===== src/rtl/target_placement_ctrl_if.sv =====
// rtl/target_placement_ctrl_if.sv - occupancy query bus between placement controller and body checker
interface target_placement_ctrl_if;
  logic        occ_req;
  logic [14:0] occ_addr;
  logic        occ_ack;
  logic        occ_hit;

  modport master (output occ_req, output occ_addr, input occ_ack, input occ_hit);
  modport slave  (input occ_req, input occ_addr, output occ_ack, output occ_hit);
endinterface


===== src/rtl/target_placement_ctrl.sv =====
// rtl/target_placement_ctrl.sv - picks a free food cell: random draws, then raster-scan fallback
module target_placement_ctrl #(
  parameter int X_MAX     = 160,
  parameter int Y_MAX     = 120,
  parameter int MAX_TRIES = 16,
  parameter int INIT_X    = 80,
  parameter int INIT_Y    = 60
) (
  input  logic                            clk,
  input  logic                            rst,
  input  logic                            target_ate,
  input  logic [14:0]                     rnd_in,
  target_placement_ctrl_if.master         occ,
  output logic [14:0]                     target_addr,
  output logic                            target_valid,
  output logic                            place_busy,
  output logic                            grid_full,
  output logic [7:0]                      target_count
);

  localparam logic [7:0]  XM        = 8'(X_MAX);
  localparam logic [6:0]  YM        = 7'(Y_MAX);
  localparam logic [6:0]  Y_LAST    = 7'(Y_MAX - 1);
  localparam logic [7:0]  TRIES_MAX = 8'(MAX_TRIES);
  localparam logic [14:0] GRID      = 15'(X_MAX * Y_MAX);
  localparam logic [14:0] INIT_ADDR = {8'(INIT_X), 7'(INIT_Y)};

  typedef enum logic [2:0] {IDLE, SAMPLE, QUERY, SCAN, FULL} state_t;

  state_t      state;
  logic        ate_q;
  logic [14:0] cand;
  logic [7:0]  tries;
  logic [14:0] scan_cnt;
  logic        scan_mode;

  logic        ate_rise;
  logic        rnd_oor;
  logic        cand_oor;
  logic [7:0]  tries_nx;
  logic [7:0]  x_inc;
  logic [14:0] scan_next;

  assign ate_rise = target_ate & ~ate_q;
  assign rnd_oor  = (rnd_in[14:7] >= XM) || (rnd_in[6:0] >= YM);
  assign cand_oor = (cand[14:7] >= XM) || (cand[6:0] >= YM);
  assign tries_nx = tries + 8'd1;
  assign x_inc    = cand[14:7] + 8'd1;

  // Raster order: x fastest, y wraps at the bottom row back to the top.
  always_comb begin
    scan_next = 15'd0;
    if (!cand_oor) begin
      if (x_inc == XM)
        scan_next = {8'd0, (cand[6:0] == Y_LAST) ? 7'd0 : cand[6:0] + 7'd1};
      else
        scan_next = {x_inc, cand[6:0]};
    end
  end

  always_ff @(posedge clk or posedge rst) begin
    if (rst) begin
      state        <= IDLE;
      ate_q        <= 1'b0;
      cand         <= 15'd0;
      tries        <= 8'd0;
      scan_cnt     <= 15'd0;
      scan_mode    <= 1'b0;
      occ.occ_req  <= 1'b0;
      occ.occ_addr <= 15'd0;
      target_addr  <= INIT_ADDR;
      target_valid <= 1'b1;
      place_busy   <= 1'b0;
      grid_full    <= 1'b0;
      target_count <= 8'd0;
    end else begin
      ate_q <= target_ate;
      case (state)
        IDLE: begin
          if (ate_rise) begin
            target_valid <= 1'b0;
            place_busy   <= 1'b1;
            if (target_count != 8'hff)
              target_count <= target_count + 8'd1;
            tries     <= 8'd0;
            scan_mode <= 1'b0;
            // Each placement gets a fresh full-grid sweep budget.
            scan_cnt  <= 15'd0;
            state     <= SAMPLE;
          end
        end
        SAMPLE: begin
          cand <= rnd_in;
          if (rnd_oor) begin
            tries <= tries_nx;
            if (tries_nx >= TRIES_MAX) begin
              scan_mode <= 1'b1;
              state     <= SCAN;
            end
          end else begin
            occ.occ_req  <= 1'b1;
            occ.occ_addr <= rnd_in;
            state        <= QUERY;
          end
        end
        QUERY: begin
          if (occ.occ_ack) begin
            occ.occ_req <= 1'b0;
            if (!occ.occ_hit) begin
              target_addr  <= cand;
              target_valid <= 1'b1;
              place_busy   <= 1'b0;
              state        <= IDLE;
            end else if (scan_mode) begin
              state <= SCAN;
            end else begin
              tries <= tries_nx;
              if (tries_nx >= TRIES_MAX) begin
                scan_mode <= 1'b1;
                state     <= SCAN;
              end else begin
                state <= SAMPLE;
              end
            end
          end
        end
        SCAN: begin
          scan_cnt <= scan_cnt + 15'd1;
          // Every cell has been queried once already: nothing is free.
          if (scan_cnt == GRID) begin
            grid_full    <= 1'b1;
            target_valid <= 1'b0;
            place_busy   <= 1'b0;
            state        <= FULL;
          end else begin
            cand         <= scan_next;
            occ.occ_req  <= 1'b1;
            occ.occ_addr <= scan_next;
            state        <= QUERY;
          end
        end
        FULL: state <= FULL;
        default: state <= IDLE;
      endcase
    end
  end

endmodule


===== src/flat_wrapper.sv =====
// flat-port wrapper written by rule: the top's interface ports become plain ports
module target_placement_ctrl_flat 
#(
  parameter int X_MAX     = 160,
  parameter int Y_MAX     = 120,
  parameter int MAX_TRIES = 16,
  parameter int INIT_X    = 80,
  parameter int INIT_Y    = 60
)
  (clk, rst, target_ate, rnd_in, target_addr, target_valid, place_busy, grid_full, target_count, occ_occ_req, occ_occ_addr, occ_occ_ack, occ_occ_hit);
  target_placement_ctrl_if occ_i ();
  input  logic clk;
  input  logic rst;
  input  logic target_ate;
  input  logic [14:0] rnd_in;
  output logic [14:0] target_addr;
  output logic target_valid;
  output logic place_busy;
  output logic grid_full;
  output logic [7:0] target_count;
  output wire logic [$bits(occ_i.occ_req)-1:0] occ_occ_req;
  output wire logic [$bits(occ_i.occ_addr)-1:0] occ_occ_addr;
  input wire logic [$bits(occ_i.occ_ack)-1:0] occ_occ_ack;
  input wire logic [$bits(occ_i.occ_hit)-1:0] occ_occ_hit;
  assign occ_occ_req = occ_i.occ_req;
  assign occ_occ_addr = occ_i.occ_addr;
  assign occ_i.occ_ack = occ_occ_ack;
  assign occ_i.occ_hit = occ_occ_hit;
  target_placement_ctrl #(.X_MAX(X_MAX), .Y_MAX(Y_MAX), .MAX_TRIES(MAX_TRIES), .INIT_X(INIT_X), .INIT_Y(INIT_Y)) u_core (.clk(clk), .rst(rst), .target_ate(target_ate), .rnd_in(rnd_in), .occ(occ_i), .target_addr(target_addr), .target_valid(target_valid), .place_busy(place_busy), .grid_full(grid_full), .target_count(target_count));
endmodule

===== config.mk =====
export PLATFORM = sky130hd
export DESIGN_NAME = target_placement_ctrl_flat
export DESIGN_NICKNAME = d
export VERILOG_FILES = /design/src/rtl/target_placement_ctrl_if.sv /design/src/rtl/target_placement_ctrl.sv /design/src/flat_wrapper.sv
export SDC_FILE = /design/constraint.sdc
export NUM_CORES = 1
export LEC_CHECK = 0
export ABC_CLOCK_PERIOD_IN_PS = 3300
export CAP_MARGIN = 40
export CORE_MARGIN = 3
export CORE_UTILIZATION = 45
export DETAILED_ROUTE_END_ITERATION = 12
export GPL_TIMING_DRIVEN = 0
export PLACE_DENSITY = 0.68
export SYNTH_ARGS = -nofsm -noshare
export SYNTH_HDL_FRONTEND = slang
export SYNTH_SLANG_ARGS = --single-unit

===== constraint.sdc =====
create_clock -name clk -period 3.3 [get_ports clk]
set_input_delay 0.825 -clock clk [delete_from_list [all_inputs] [get_ports clk]]
set_output_delay 0.825 -clock clk [all_outputs]
set_load 0.1 [all_outputs]

# Yosys cells after proc, flatten, opt, wreduce, memory -nomap -nowiden
# Cells that the tools add are included.
[totals] word_cells=108 mem_bits_ro=0 latchBits=0 n_memories=0 out_inout_bits=42 inputBits=20 ff_bits=85 ram_bits=0
[op_classes] n_reduce_logical=19 mul=0 addsub=5 bitwise_logic=3 n_shift=0 mux=44 magnitude_cmp=5 div_mod_pow=0 eq_ne=19
[op_table] cell="$pmux W15 S2" count=3
[op_table] cell="$mux W15" count=5
[op_table] cell="$mux W8" count=5
[op_table] cell="$add A8 B1 Y8 const B" count=3
[op_table] cell="$pmux W8 S3" count=1
[op_table] cell="$mux W3" count=7
[op_table] cell="$ge A8 B8 Y1 const B" count=2
[op_table] cell="$mux W1" count=16
[op_table] cell="$add A15 B1 Y15 const B" count=1
[op_table] cell="$eq A15 B15 Y1 const B" count=1
[op_table] cell="$pmux W3 S5" count=1
[op_table] cell="$ge A7 B7 Y1 const B" count=2
[op_table] cell="$ne A2 B2 Y1 const B" count=6
[op_table] cell="$pmux W1 S3" count=4
[op_table] cell="$reduce_and A3 Y1" count=4
[op_table] cell="$reduce_and A6 Y1" count=2
[op_table] cell="$reduce_bool A3 Y1" count=3
[op_table] cell="$eq A8 B8 Y1 const B" count=1
[op_table] cell="$ge A8 B5 Y1 const B" count=1
[op_table] cell="$ne A2 B1 Y1 const B" count=4
[op_table] cell="$ne A8 B8 Y1 const B" count=1
[op_table] cell="$add A7 B1 Y7 const B" count=1
[op_table] cell="$eq A7 B7 Y1 const B" count=1
[op_table] cell="$mux W7" count=1
[op_table] cell="other kinds (13)" count=19

# Depth between registers and ports, before layout
[depth] word_depth=7 mapped_depth=8 mapped_depth_nobuf=7

# Worst setup path before layout
# OpenSTA, ideal clock, no wires.
[synth_path] kind="in2reg" startpoint="input port target_ate" endpoint="register u_core.scan_cnt[6]" arrival_time_ps=2180 path_stages=7 path_buffers=2 required_ps=3175 setup_ps=125 path_slack_ps=995 cell_sequence="or3b_1 or3_4 buf_2 and2_0 buf_2 o21ai_0 o21ai_1"
[synth_between] elab_chain_len=3
[synth_rtl] element="start, declared" line="flat_wrapper.sv:14" text="input logic target_ate;"
[synth_rtl] element="$and A1 B1 Y1" line="target_placement_ctrl.sv:44" text="assign ate_rise = target_ate & ~ate_q;"
[synth_rtl] element="$ne A2 B1 Y1 (no source line)"
[synth_rtl] element="$reduce_and A2 Y1 (no source line)"
[synth_rtl] element="end signal, assigned" line="target_placement_ctrl.sv:128" text="scan_cnt <= scan_cnt + 15'd1;"
[synth_rtl] element="end, declared" line="target_placement_ctrl.sv:34" text="logic [14:0] scan_cnt;"
# No other way between the ends.
# A chain may end at the register's enable or synchronous reset.

# Final worst setup path
[layout_path] startpoint="input port rnd_in[12]" endpoint="register u_core.occ.occ_addr[5]"
[layout_between] elab_chain_len=4
[layout_rtl] element="start, declared" line="flat_wrapper.sv:15" text="input logic [14:0] rnd_in;"
[layout_rtl] element="$ge A8 B8 Y1" line="target_placement_ctrl.sv:45" text="assign rnd_oor = (rnd_in[14:7] >= XM) || (rnd_in[6:0] >= YM);"
[layout_rtl] element="$logic_or A1 B1 Y1" line="target_placement_ctrl.sv:45"
[layout_rtl] element="$ne A2 B2 Y1 (no source line)"
[layout_rtl] element="$reduce_and A3 Y1 (no source line)"
[layout_rtl] element="end signal, assigned" line="target_placement_ctrl.sv:102" text="occ.occ_addr <= rnd_in;"
[layout_rtl] element="end signal, assigned" line="target_placement_ctrl.sv:138" text="occ.occ_addr <= scan_next;"
[layout_rtl] element="end, declared" line="target_placement_ctrl_if.sv:8" text="modport master (output occ_req, output occ_addr, input occ_ack, input occ_hit);"
# No other way between the ends.

==> qor.txt <==
hpwl dp: 8.39 mm
Final Cycle Share: 81.2%
GR Layer Usage met3: 3.52%
largest family of logic cells by synthesized area: simple AND/OR/NAND/NOR gates
Min-Delay Path Depth: 2
# diodes: 0
dpl cells: 703
clock sinks: 85
Rows: 35
Hold Path Origin: u_core.target_addr[3]
Resized cells post-CTS: 0
CP Launch Type: input port
Crit path largest cell delay: 0.53 ns
vias in the first global route: 3865
Slew headroom: 49.8%
Buffers on Ports: 61
CP Max Fanout: 10
area grow syn2layout: 36.7%
Compound-Gate Fraction of Synth Area: 16.9%
CP cell instances: clkdlybuf4s50_1 -> o21ai_0 -> a21oi_1 -> a211oi_4 -> clkbuf_1 -> a41oi_1
status: finished clean
Post-Synth XOR/XNOR Area: 3.10%
DR DRC count: 0
Die Wd: 106 µm
reg2reg end: u_core.cand[5]
GR met2 Demand/Resource: 34.8%
Initial DRC Count: 171
Crit-path slowest cell: a211oi_4
Routed WL: 11.2 mm
Fmax: 373 MHz
hold_buf cts: 0
root buf cell: clkbuf_8
post-layout util: 65.0%
non-filler cells, final: 719
die height: 106 µm
Post-Synthesis Cells: 470
busiest layer in global routing: met2
critical path class: in2reg
Cell Area, Synth: 4520 µm²
GRT Util Overall: 20.9%
filler cell count: 785
worst-case reg-to-reg path depth: 8
Worst Hold Endpoint: u_core.target_addr[3]
die area: 11300 µm²
routability cong.: 0.879
Async SR Flop Fraction: 100%
Max-Cap Viols: 0
Ports: 62
syn nets: 498
Final Hold Viols: 0
number of distinct library cells after synthesis: 65
r2r startpoint: u_core.scan_cnt[0]
crit path capture type: register
skew final: 0.00633 ns
Synth Flop Type: dfrtp_1
mean routed wirelength per cell: 15.6 µm
final setup fails: 0
post-synthesis adder-cell area fraction: 2.22%
Max Slew Vio Count: 0
Clock H-tree levels: 3
Worst EP required: 3.51 ns
worst slew pin tran: 0.734 ns
share of post-route cells with drive strength above 1: 18.5%
Max clock buf depth: 2
multiplexer share of the synthesized area: 6.48%
worst-skew pair later-pin latency: 0.35 ns
RSZ-0062 raised after global routing: no
Routed Antenna Nets: 0
EDFF count, synth: 0
Avg Cell Area, Syn: 9.61 µm²
vias per inst: 5.49
Hold Path Class: reg2reg
Layout Nets: 613
Seq/Total Area, Yosys: 47.3%
Via Count: 3946
initial antenna violation count: 0
CTS tree: done
flop2flop setup slack: 0.93 ns
Worst EP arrival: 2.88 ns
core box area: 9500 µm²
initial core utilization: 47.5%
gr ovfl total: 0
setup bufs post-CTS: 0
post-layout min period: 2.68 ns
Simple-Gate Fraction of Synth Area: 19.4%
#FFs+latches synth: 85
first-pass GRT wire length: 19.0 mm
pin count of the biggest net entering global routing: 57
yosys warns: 0
Worst-path clk slew: 0.09 ns
Detailed Routing Iterations Pass 1: 5
Num CTS Buffers: 9
GR Layer Usage met1: 27.8%
-- cell type report --
type,count,area (µm²),area share (%)
Sequential cell,85,2140,34.6
Inverter,18,70.1,1.13
Clock buffer,11,141,2.29
Multi-Input combinational cell,340,2170,35.2
Tap cell,129,161,2.61
Buffer,27,143,2.31
Timing Repair Buffer,104,1270,20.5
Clock inverter,5,83.8,1.36
-- synth_stat cells, types with 3 or more instances --
| library cell | count | area share (%) |
|---|---|---|
| o21a_1 | 3 | 0.50 |
| nand4_1 | 11 | 1.5 |
| nor3_1 | 5 | 0.55 |
| buf_2 | 11 | 1.2 |
| o211ai_1 | 3 | 0.50 |
| a22o_1 | 3 | 0.58 |
| nor2_1 | 33 | 2.7 |
| a22oi_1 | 5 | 0.83 |
| mux2i_1 | 12 | 2.7 |
| o21ai_0 | 31 | 3.4 |
| mux2_2 | 14 | 3.5 |
| dfrtp_1 | 78 | 43 |
| nand2b_1 | 5 | 0.69 |
| inv_1 | 18 | 1.5 |
| nand2_1 | 54 | 4.5 |
| clkbuf_1 | 10 | 0.83 |
| dfstp_2 | 7 | 4.1 |
| and3_1 | 8 | 1.1 |
| buf_4 | 3 | 0.50 |
| o31ai_1 | 9 | 1.5 |
| xnor2_1 | 12 | 2.3 |
| nand3_1 | 28 | 3.1 |
| o21ai_1 | 11 | 1.2 |
| a21oi_1 | 20 | 2.2 |
| and2_1 | 7 | 0.97 |
| and4_1 | 4 | 0.78 |
| xor2_1 | 4 | 0.78 |
| a31oi_1 | 5 | 0.69 |
| ha_1 | 8 | 2.2 |
-- per-stage QoR --
stage	TNS (ns)	setup WS (ns)	hold WS [ns]	instance area (µm²)
2_1_floorplan	0	0.293	0.436	4520
3_3_place_gp	-85.28	-1.08	0.451	5290
3_5_place_dp	0	0.245	0.470	5950
4_1_cts	0	0.607	0.489	6180
5_1_grt	0	0.359	0.510	6180
6_report	0	0.621	0.485	6180
-- flip-flops by register name, summed over array words and instances, names as in the netlist --
name,count
u_core.scan_mode,1
u_core.target_valid,1
u_core.scan_cnt,15
u_core.ate_q,1
u_core.cand,15
u_core.tries,8
u_core.target_addr,15
u_core.place_busy,1
u_core.state,3
u_core.occ.occ_req,1
u_core.grid_full,1
u_core.occ.occ_addr,15
u_core.target_count,8
-- how the worst max path moves through the flow --
| stage | start | end | slack, ns | cells past startpoint |
|---|---|---|---|---|
| finish | rnd_in[12] | u_core.occ.occ_addr[5] | 0.62 | 6 |
| global route | rnd_in[12] | u_core.occ.occ_addr[5] | 0.36 | 6 |
| CTS | rnd_in[12] | u_core.occ.occ_addr[5] | 0.61 | 6 |
| detailed placement | rnd_in[12] | u_core.occ.occ_addr[5] | 0.25 | 6 |
| global placement | rst | u_core.scan_cnt[1] | -1.08 | 2 |
| floorplan | rst | u_core.ate_q | 0.29 | 1 |
-- metal layers --
layer  wire, µm  part of all wire (%)  vias to the layer above
li1           -                     -                     1916
met1       4940                    44                     1923
met2       5600                    50                       91
met3        495                   4.4                       16
met4        172                   1.5                        0
met5          0                     0                        -
-- critical path, delay by kind of cell --
family / cells / cell delay, ns
AO/OA/AOI/OAI: 4 / 1.20
buffers and inverters: 2 / 0.85
-- cells by family after synthesis --
family | after synthesis
AND/OR/NAND/NOR | 175
flip-flops | 85
adder cells (fa/ha/maj) | 8
AO/OA/AOI/OAI | 114
XOR/XNOR | 16
buffers and inverters | 45
multiplexers | 27
-- cells in the final DEF, fill, tap and decap left out, types with 7 or more instances in the layout --
cell and n:
a21oi_1 20, buf_2 11, buf_8 42, nand3_1 28
mux2_2 14, o21ai_1 11, and2_1 7, xnor2_1 12
mux2i_1 12, nand2_1 54, dfstp_2 7, inv_1 17
ha_1 8, clkdlybuf4s50_1 61, o31ai_1 9, clkbuf_8 10
clkbuf_1 11, and3_1 8, dfrtp_1 78, o21ai_0 31
nand4_1 11, nor2_1 33
Power is left out: the tool's default activity adds up to more than one toggle a clock period on the data nets, which glitch-free logic cannot reach.
